**src/rtl/apb_uart_rx.sv**
```systemverilog
// APB-readable UART receiver: 8N1 deserialiser (8E1 when APB_UART_RX_PARITY_EN
// is defined) feeding an 8-bit receive FIFO, with RXDATA/STATUS/LEVEL registers.
module apb_uart_rx #(
    parameter int CLKS_PER_BIT = 434,
    parameter int FIFO_DEPTH   = 8,
    parameter int ADDR_LSB_W   = 4
) (
    input  logic        pclk,
    input  logic        preset,
    input  logic        uart_rx_i,
    input  logic        psel_i,
    input  logic        penable_i,
    input  logic        pwrite_i,
    input  logic [31:0] paddr_i,
    input  logic [31:0] pwdata_i,
    output logic [31:0] prdata_o,
    output logic        rx_irq_o
);

    localparam int AW = $clog2(FIFO_DEPTH);
    localparam int CW = $clog2(CLKS_PER_BIT);
    localparam logic [CW-1:0] FULL_BIT = CW'(CLKS_PER_BIT - 1);
    localparam logic [CW-1:0] HALF_BIT = CW'(CLKS_PER_BIT / 2 - 1);

    localparam logic [1:0] REG_RXDATA = 2'd0;
    localparam logic [1:0] REG_STATUS = 2'd1;
    localparam logic [1:0] REG_LEVEL  = 2'd2;

    typedef enum logic [2:0] {
        ST_IDLE   = 3'd0,
        ST_START  = 3'd1,
        ST_DATA   = 3'd2,
`ifdef APB_UART_RX_PARITY_EN
        ST_PARITY = 3'd3,
`endif
        ST_STOP   = 3'd4
    } rx_state_e;

    // Receiver state, kept as a named register so checkers can bind to it.
    rx_state_e     state_q;
    rx_state_e     state_d;

    logic          rx_meta;
    logic          rx_s;
    logic [1:0]    sync_fill;
    logic          armed;
    logic [CW-1:0] baud_q;
    logic [2:0]    bit_idx_q;
    logic [7:0]    shreg_q;

    logic          half_tick;
    logic          bit_tick;
    logic          start_edge;
    logic          shift_en;
    logic          frame_push;
    logic          ferr_set;
`ifdef APB_UART_RX_PARITY_EN
    logic          perr_set;
`endif

    logic [7:0]    mem [FIFO_DEPTH];
    logic [AW:0]   wr_ptr_q;
    logic [AW:0]   rd_ptr_q;
    logic [AW:0]   level;
    logic [AW-1:0] wr_idx;
    logic [AW-1:0] rd_idx;
    logic          fifo_empty;
    logic          fifo_full;
    logic          pop;
    logic          push_ok;
    logic          ovr_set;

    logic          ovr_q;
    logic          ferr_q;
    logic          perr_q;

    logic          apb_access;
    logic [1:0]    reg_sel;
    logic          sts_wr;
    logic [31:0]   rdata;

    // ------------------------------------------------------------------
    // Input synchroniser. sync_fill marks when rx_s holds a real line
    // sample rather than its reset value, so reset never fakes an edge.
    // ------------------------------------------------------------------
    always_ff @(posedge pclk) begin
        if (preset) begin
            rx_meta   <= 1'b1;
            rx_s      <= 1'b1;
            sync_fill <= 2'd0;
        end else begin
            rx_meta <= uart_rx_i;
            rx_s    <= rx_meta;
            if (sync_fill != 2'd2) begin
                sync_fill <= sync_fill + 2'd1;
            end
        end
    end

    assign half_tick = (baud_q == HALF_BIT);
    assign bit_tick  = (baud_q == FULL_BIT);

    // ------------------------------------------------------------------
    // Frame FSM
    // ------------------------------------------------------------------
    always_ff @(posedge pclk) begin
        if (preset) begin
            state_q <= ST_IDLE;
        end else begin
            state_q <= state_d;
        end
    end

    always_comb begin
        state_d    = state_q;
        start_edge = 1'b0;
        shift_en   = 1'b0;
        frame_push = 1'b0;
        ferr_set   = 1'b0;
`ifdef APB_UART_RX_PARITY_EN
        perr_set   = 1'b0;
`endif
        case (state_q)
            ST_IDLE: begin
                if (armed && !rx_s) begin
                    start_edge = 1'b1;
                    state_d    = ST_START;
                end
            end
            ST_START: begin
                if (half_tick) begin
                    state_d = rx_s ? ST_IDLE : ST_DATA;
                end
            end
            ST_DATA: begin
                if (bit_tick) begin
                    shift_en = 1'b1;
                    if (bit_idx_q == 3'd7) begin
`ifdef APB_UART_RX_PARITY_EN
                        state_d = ST_PARITY;
`else
                        state_d = ST_STOP;
`endif
                    end
                end
            end
`ifdef APB_UART_RX_PARITY_EN
            ST_PARITY: begin
                if (bit_tick) begin
                    perr_set = ^{shreg_q, rx_s};
                    state_d  = ST_STOP;
                end
            end
`endif
            ST_STOP: begin
                if (bit_tick) begin
                    frame_push = rx_s;
                    ferr_set   = !rx_s;
                    state_d    = ST_IDLE;
                end
            end
            default: state_d = ST_IDLE;
        endcase
    end

    // Edge detect is armed only after rx_s has been seen high in IDLE, so a
    // held-low line (break, or a stop-bit error) cannot start a new frame.
    always_ff @(posedge pclk) begin
        if (preset) begin
            armed     <= 1'b0;
            baud_q    <= '0;
            bit_idx_q <= '0;
            shreg_q   <= '0;
        end else begin
            if ((state_q != ST_IDLE) || start_edge) begin
                armed <= 1'b0;
            end else if ((sync_fill == 2'd2) && rx_s) begin
                armed <= 1'b1;
            end

            if ((state_q == ST_IDLE) || ((state_q == ST_START) && half_tick) || bit_tick) begin
                baud_q <= '0;
            end else begin
                baud_q <= baud_q + CW'(1);
            end

            if (state_q == ST_START) begin
                bit_idx_q <= '0;
            end else if (shift_en) begin
                bit_idx_q <= bit_idx_q + 3'd1;
            end

            if (shift_en) begin
                shreg_q <= {rx_s, shreg_q[7:1]};
            end
        end
    end

    // ------------------------------------------------------------------
    // APB decode. Handshake: no wait states and no pready; every cycle with
    // psel_i & penable_i high is one completed transfer (read or write).
    // ------------------------------------------------------------------
    assign apb_access = psel_i & penable_i;
    assign reg_sel    = paddr_i[ADDR_LSB_W-1 -: 2];
    assign sts_wr     = apb_access & pwrite_i & (reg_sel == REG_STATUS);

    // ------------------------------------------------------------------
    // Receive FIFO
    // ------------------------------------------------------------------
    assign wr_idx     = wr_ptr_q[AW-1:0];
    assign rd_idx     = rd_ptr_q[AW-1:0];
    assign fifo_empty = (wr_ptr_q == rd_ptr_q);
    assign fifo_full  = (wr_idx == rd_idx) && (wr_ptr_q[AW] != rd_ptr_q[AW]);
    assign level      = wr_ptr_q - rd_ptr_q;

    assign pop     = apb_access & !pwrite_i & (reg_sel == REG_RXDATA) & !fifo_empty;
    // A same-cycle pop frees the slot, so a push into a full FIFO still lands.
    assign push_ok = frame_push & (!fifo_full | pop);
    assign ovr_set = frame_push & fifo_full & !pop;

    always_ff @(posedge pclk) begin
        if (push_ok) begin
            mem[wr_idx] <= shreg_q;
        end
    end

    always_ff @(posedge pclk) begin
        if (preset) begin
            wr_ptr_q <= '0;
            rd_ptr_q <= '0;
        end else begin
            if (push_ok) begin
                wr_ptr_q <= wr_ptr_q + (AW+1)'(1);
            end
            if (pop) begin
                rd_ptr_q <= rd_ptr_q + (AW+1)'(1);
            end
        end
    end

    // ------------------------------------------------------------------
    // Sticky error flags: a set in the same cycle as a W1C clear wins.
    // ------------------------------------------------------------------
    always_ff @(posedge pclk) begin
        if (preset) begin
            ovr_q  <= 1'b0;
            ferr_q <= 1'b0;
        end else begin
            ovr_q  <= ovr_set  | (ovr_q  & ~(sts_wr & pwdata_i[2]));
            ferr_q <= ferr_set | (ferr_q & ~(sts_wr & pwdata_i[3]));
        end
    end

`ifdef APB_UART_RX_PARITY_EN
    always_ff @(posedge pclk) begin
        if (preset) begin
            perr_q <= 1'b0;
        end else begin
            perr_q <= perr_set | (perr_q & ~(sts_wr & pwdata_i[4]));
        end
    end
`else
    assign perr_q = 1'b0;
`endif

    // ------------------------------------------------------------------
    // Read data and interrupt
    // ------------------------------------------------------------------
    always_comb begin
        rdata = '0;
        case (reg_sel)
            REG_RXDATA: if (!fifo_empty) rdata = {24'd0, mem[rd_idx]};
            REG_STATUS: rdata = {27'd0, perr_q, ferr_q, ovr_q, fifo_full, fifo_empty};
            REG_LEVEL:  rdata = 32'(level);
            default:    rdata = '0;
        endcase
    end

    assign prdata_o = (psel_i && !pwrite_i) ? rdata : 32'd0;
    assign rx_irq_o = !fifo_empty | ovr_q | ferr_q | perr_q;

    logic unused_apb_bits;
`ifdef APB_UART_RX_PARITY_EN
    assign unused_apb_bits = ^{paddr_i[31:ADDR_LSB_W], paddr_i[ADDR_LSB_W-3:0],
                               pwdata_i[31:5], pwdata_i[1:0]};
`else
    assign unused_apb_bits = ^{paddr_i[31:ADDR_LSB_W], paddr_i[ADDR_LSB_W-3:0],
                               pwdata_i[31:4], pwdata_i[1:0]};
`endif

endmodule

```
**config.mk**
```make
export PLATFORM = sky130hd
export DESIGN_NAME = apb_uart_rx
export DESIGN_NICKNAME = d
export VERILOG_FILES = /design/src/rtl/apb_uart_rx.sv
export SDC_FILE = /design/constraint.sdc
export NUM_CORES = 1
export LEC_CHECK = 0
export BUFFER_PORTS_ARGS = -buffer_cell sky130_fd_sc_hd__buf_2
export CAP_MARGIN = 20
export CORE_ASPECT_RATIO = 1.4
export CORE_MARGIN = 1.5
export CORE_UTILIZATION = 49
export CTS_CLUSTER_DIAMETER = 30
export CTS_CLUSTER_SIZE = 20
export DETAILED_ROUTE_END_ITERATION = 6
export PLACE_DENSITY_LB_ADDON = 0.2
export SKIP_CTS_REPAIR_TIMING = 1
export SLEW_MARGIN = 10
export SYNTH_ARGS = -nofsm -noshare
export SYNTH_HDL_FRONTEND = slang
export SYNTH_SLANG_ARGS = --single-unit
```
**constraint.sdc**
```tcl
create_clock -name pclk -period 2.7 [get_ports pclk]
set_input_delay 0.54 -clock pclk [delete_from_list [all_inputs] [get_ports pclk]]
set_output_delay 0.54 -clock pclk [all_outputs]
set_load 0.005 [all_outputs]
```
==> flow_metrics.tcl <==
set metrics [dict create \
    outcome "complete, but fails checks" \
    violations "design-rule violations" \
    yosys.area_share.simple_pct 12.5 \
    critical_path.max_fanout 7 \
    worstRegToRegCells 7 \
    ys_types 55 \
    dp_hpwl_um 5860 \
    r2r_end "mem[5][7]" \
    muxShareOfSynthArea_pct 12.0 \
    synth-seq-area-share_pct 58.5 \
    place_area_um2 4890 \
    post-route-period-util_pct 95.3 \
    min_period_ns 2.57 \
    hold_path_class "primary input to register" \
    io_pins 103 \
    grt.total_usage_pct 18.1 \
    core_area_um2 9350 \
    critical_path_class "register to output port" \
    netlist_instances 351 \
    clock_path_buffers 2 \
    drive_above_1_share_pct 22.0 \
    place.port_buffers 18 \
    drtAntennaViolNets 0 \
    async_reset_ff_share_pct 0 \
    grt_pass1_wl_um 13600 \
    grt_max_degree 32 \
    holdWs_ns 0.376 \
    cts.root.buffer_cell "clkbuf_16" \
    firstDrtPassIters 7 \
    gp_congestion 0.830 \
    crit-reg2reg-launch "rd_ptr_q[1]" \
    die_area_um2 10200 \
    drtIter0Drc 231 \
    rows 42 \
    fillers 770 \
    setup_violations 0 \
    syn_area_per_cell_um2 13.4 \
    grt_setup_unrepaired "false" \
    routed_via_density 5.53 \
    synth_ff_type "edfxtp_1" \
    clk_pin_slew_ns 0.07 \
    clock_latency_ns 0.35 \
    slew_headroom_pct 62.5 \
    diodes 0 \
    synth_top_area_share_pct 41.0 \
    drc 8 \
    grt_pass1_vias 2646 \
    cp-start-kind "register" \
    die_y_um 119 \
    hold_start "uart_rx_i" \
    overflow 0 \
    fin_nets 463 \
    start_util_pct 50.1 \
    p_leak_nw 1.93 \
    synth_fa_ha_area_share_pct 3.36 \
    multi_input_area_um2 1750 \
    wl_um 8510 \
    cts_htree_levels 3 \
    synth-edff-count 64 \
    fin_skew_ns 0.0110 \
    die_w_um 85.7 \
    drt-wirelength-per-cell_um 17.2 \
    hold_depth 2 \
    crit_arrival_ns 2.03 \
    regArea_um2 2750 \
    synth-compound-area-share_pct 4.22 \
    antenna_found_initial 0 \
    cts_tree "built" \
    maxSlewViolCount 0 \
    cap_violations 0 \
    synth.area.top_cells "edfxtp_1 41%, dfxtp_1 18%, mux4_2 7.7%" \
    synthXorXnorAreaFrac_pct 2.80 \
    yosys_warnings 0 \
    max_freq_mhz 389 \
    cts_num_sinks 105 \
    vias 2743 \
    critical_path_required_ns 2.16 \
    fin_area_um2 5240 \
    area_growth_pct 11.8 \
    synthesis.area_um2 4690 \
    worstMarginPinSlew_ns 0.562 \
    p_per_area_nw_per_um2 629 \
    end_kind "output port" \
    synth_top_family_by_area "simple AND/OR/NAND/NOR gates" \
    vdd_drop_max_uv 310 \
    whs_endpoint "rx_meta" \
    r2r_slack_ns 0.39 \
    synth_area_leader_cell "edfxtp_1" \
    hold_violations 0 \
    cts_made_buffers 9 \
    ys_seq_elements 105 \
]
-- worst max path at each step --
| stage | startpoint | endpoint | slack (ns) |
|---|---|---|---|
| 3_3_place_gp | paddr_i[3] | mem[5][6] | 0.27 |
| 2_1_floorplan | wr_ptr_q[0] | mem[2][0] | -0.09 |
| 3_5_place_dp | paddr_i[3] | mem[5][4] | 0.26 |
| 6_report | rd_ptr_q[1] | prdata_o[1] | 0.13 |
| 5_1_grt | rd_ptr_q[1] | prdata_o[1] | 0.05 |
| 4_1_cts | wr_ptr_q[2] | prdata_o[1] | -0.07 |
-- cell usage after synthesis, types with 2 or more instances --
master and count:
xnor2_1 7, mux4_2 16, nand2_1 7, o2111ai_1 2, nor3b_1 2, buf_6 2, inv_1 12, buf_4 24
nor2_1 43, mux2i_1 18, nor4_1 3, xor2_1 8, edfxtp_1 64, nand2b_1 3, or2_2 3, nand3_1 7
nor2b_1 3, and4b_1 2, clkbuf_1 6, a21oi_1 6, or4_1 3, nand3b_1 2, nand4_1 4, a32oi_1 4
nor4b_1 4, dfxtp_1 41, nor3_1 5, buf_1 2, a211oi_1 2, a22oi_1 4, o22ai_1 2, buf_2 5
ha_1 11, o31ai_1 2, o21ai_0 2
-- stage by stage --
step           setup slack (ns)  total power, mW  util (%)  instances  TNS (ns)
6_report                  0.127             3.29      56.0        496         0
5_1_grt                  0.0550             3.40      56.0        496         0
2_1_floorplan           -0.0851             1.85         -        374     -1.36
4_1_cts                 -0.0717             3.33      56.0        496    -0.360
3_5_place_dp              0.261             1.85      52.3        480         0
3_3_place_gp              0.271             1.85      52.3        480         0
-- cells by family (layout without fill, tap and decap cells) --
family | after synthesis | in the layout
multiplexers | 36 | 36
flip-flops | 105 | 105
buffers and inverters | 51 | 63
XOR/XNOR | 15 | 15
AO/OA/AOI/OAI | 28 | 28
other | 1 | 24
adder cells (fa/ha/maj) | 12 | 12
AND/OR/NAND/NOR | 103 | 103
-- flip-flops by register name, summed over array words and instances, names as in the netlist, 2 cells and up, named ones only --
name / flops
wr_ptr_q: 4
sync_fill: 2
shreg_q: 8
baud_q: 9
mem: 64
rd_ptr_q: 4
bit_idx_q: 3
state_q: 3
-- cells in the final DEF (no fill, tap or decap), types with 3 or more instances in the layout --
master and count:
nand3_1 7, nor3_1 5, edfxtp_1 64, or2_2 3, dfxtp_1 38, a32oi_1 4
nand2b_1 3, nor2_1 43, dfxtp_2 3, bufinv_16 3, mux2i_1 18, conb_1 24
buf_2 18, a21oi_1 6, ha_1 11, inv_1 12, buf_4 17, nand4_1 4
or4_1 3, mux4_2 16, xnor2_1 7, xor2_1 8, nand2_1 6, a22oi_1 4
nor2b_1 3, nor4b_2 4, nor4_1 3, clkbuf_16 9
-- report_power, final --
group          switching (mW)  internal [mW]
logic                  0.0600         0.0394
clock network           0.568          0.914
registers              0.0127           1.70
-- metal layers --
layer / wire length, um / track usage [%] / share of wire (%)
met1: 3520 / 22.0 / 41
met2: 4500 / 31.0 / 53
met3: 334 / 3.77 / 3.9
met4: 153 / 7.56 / 1.8
met5: 0 / 0 / 0
-- worst max-delay path, cell delays in order, from the launching register on --
cell and delay [ns]:
dfxtp_1 0.39, inv_1 0.10, ha_1 0.31, and3_1 0.23
nand2_1 0.14, nand2_2 0.16, o22ai_1 0.21, buf_2 0.15
-- final cells by class --
| class | count | share of cell area [%] |
|---|---|---|
| clock buffer | 10 | 4.37 |
| clock inverter | 6 | 2.20 |
| inverter | 12 | 0.860 |
| multi-input combinational | 218 | 33.4 |
| sequential | 105 | 52.4 |
| tap | 110 | 2.63 |
| timing repair buffer | 35 | 4.15 |
Power figures use the tool's default switching activity.
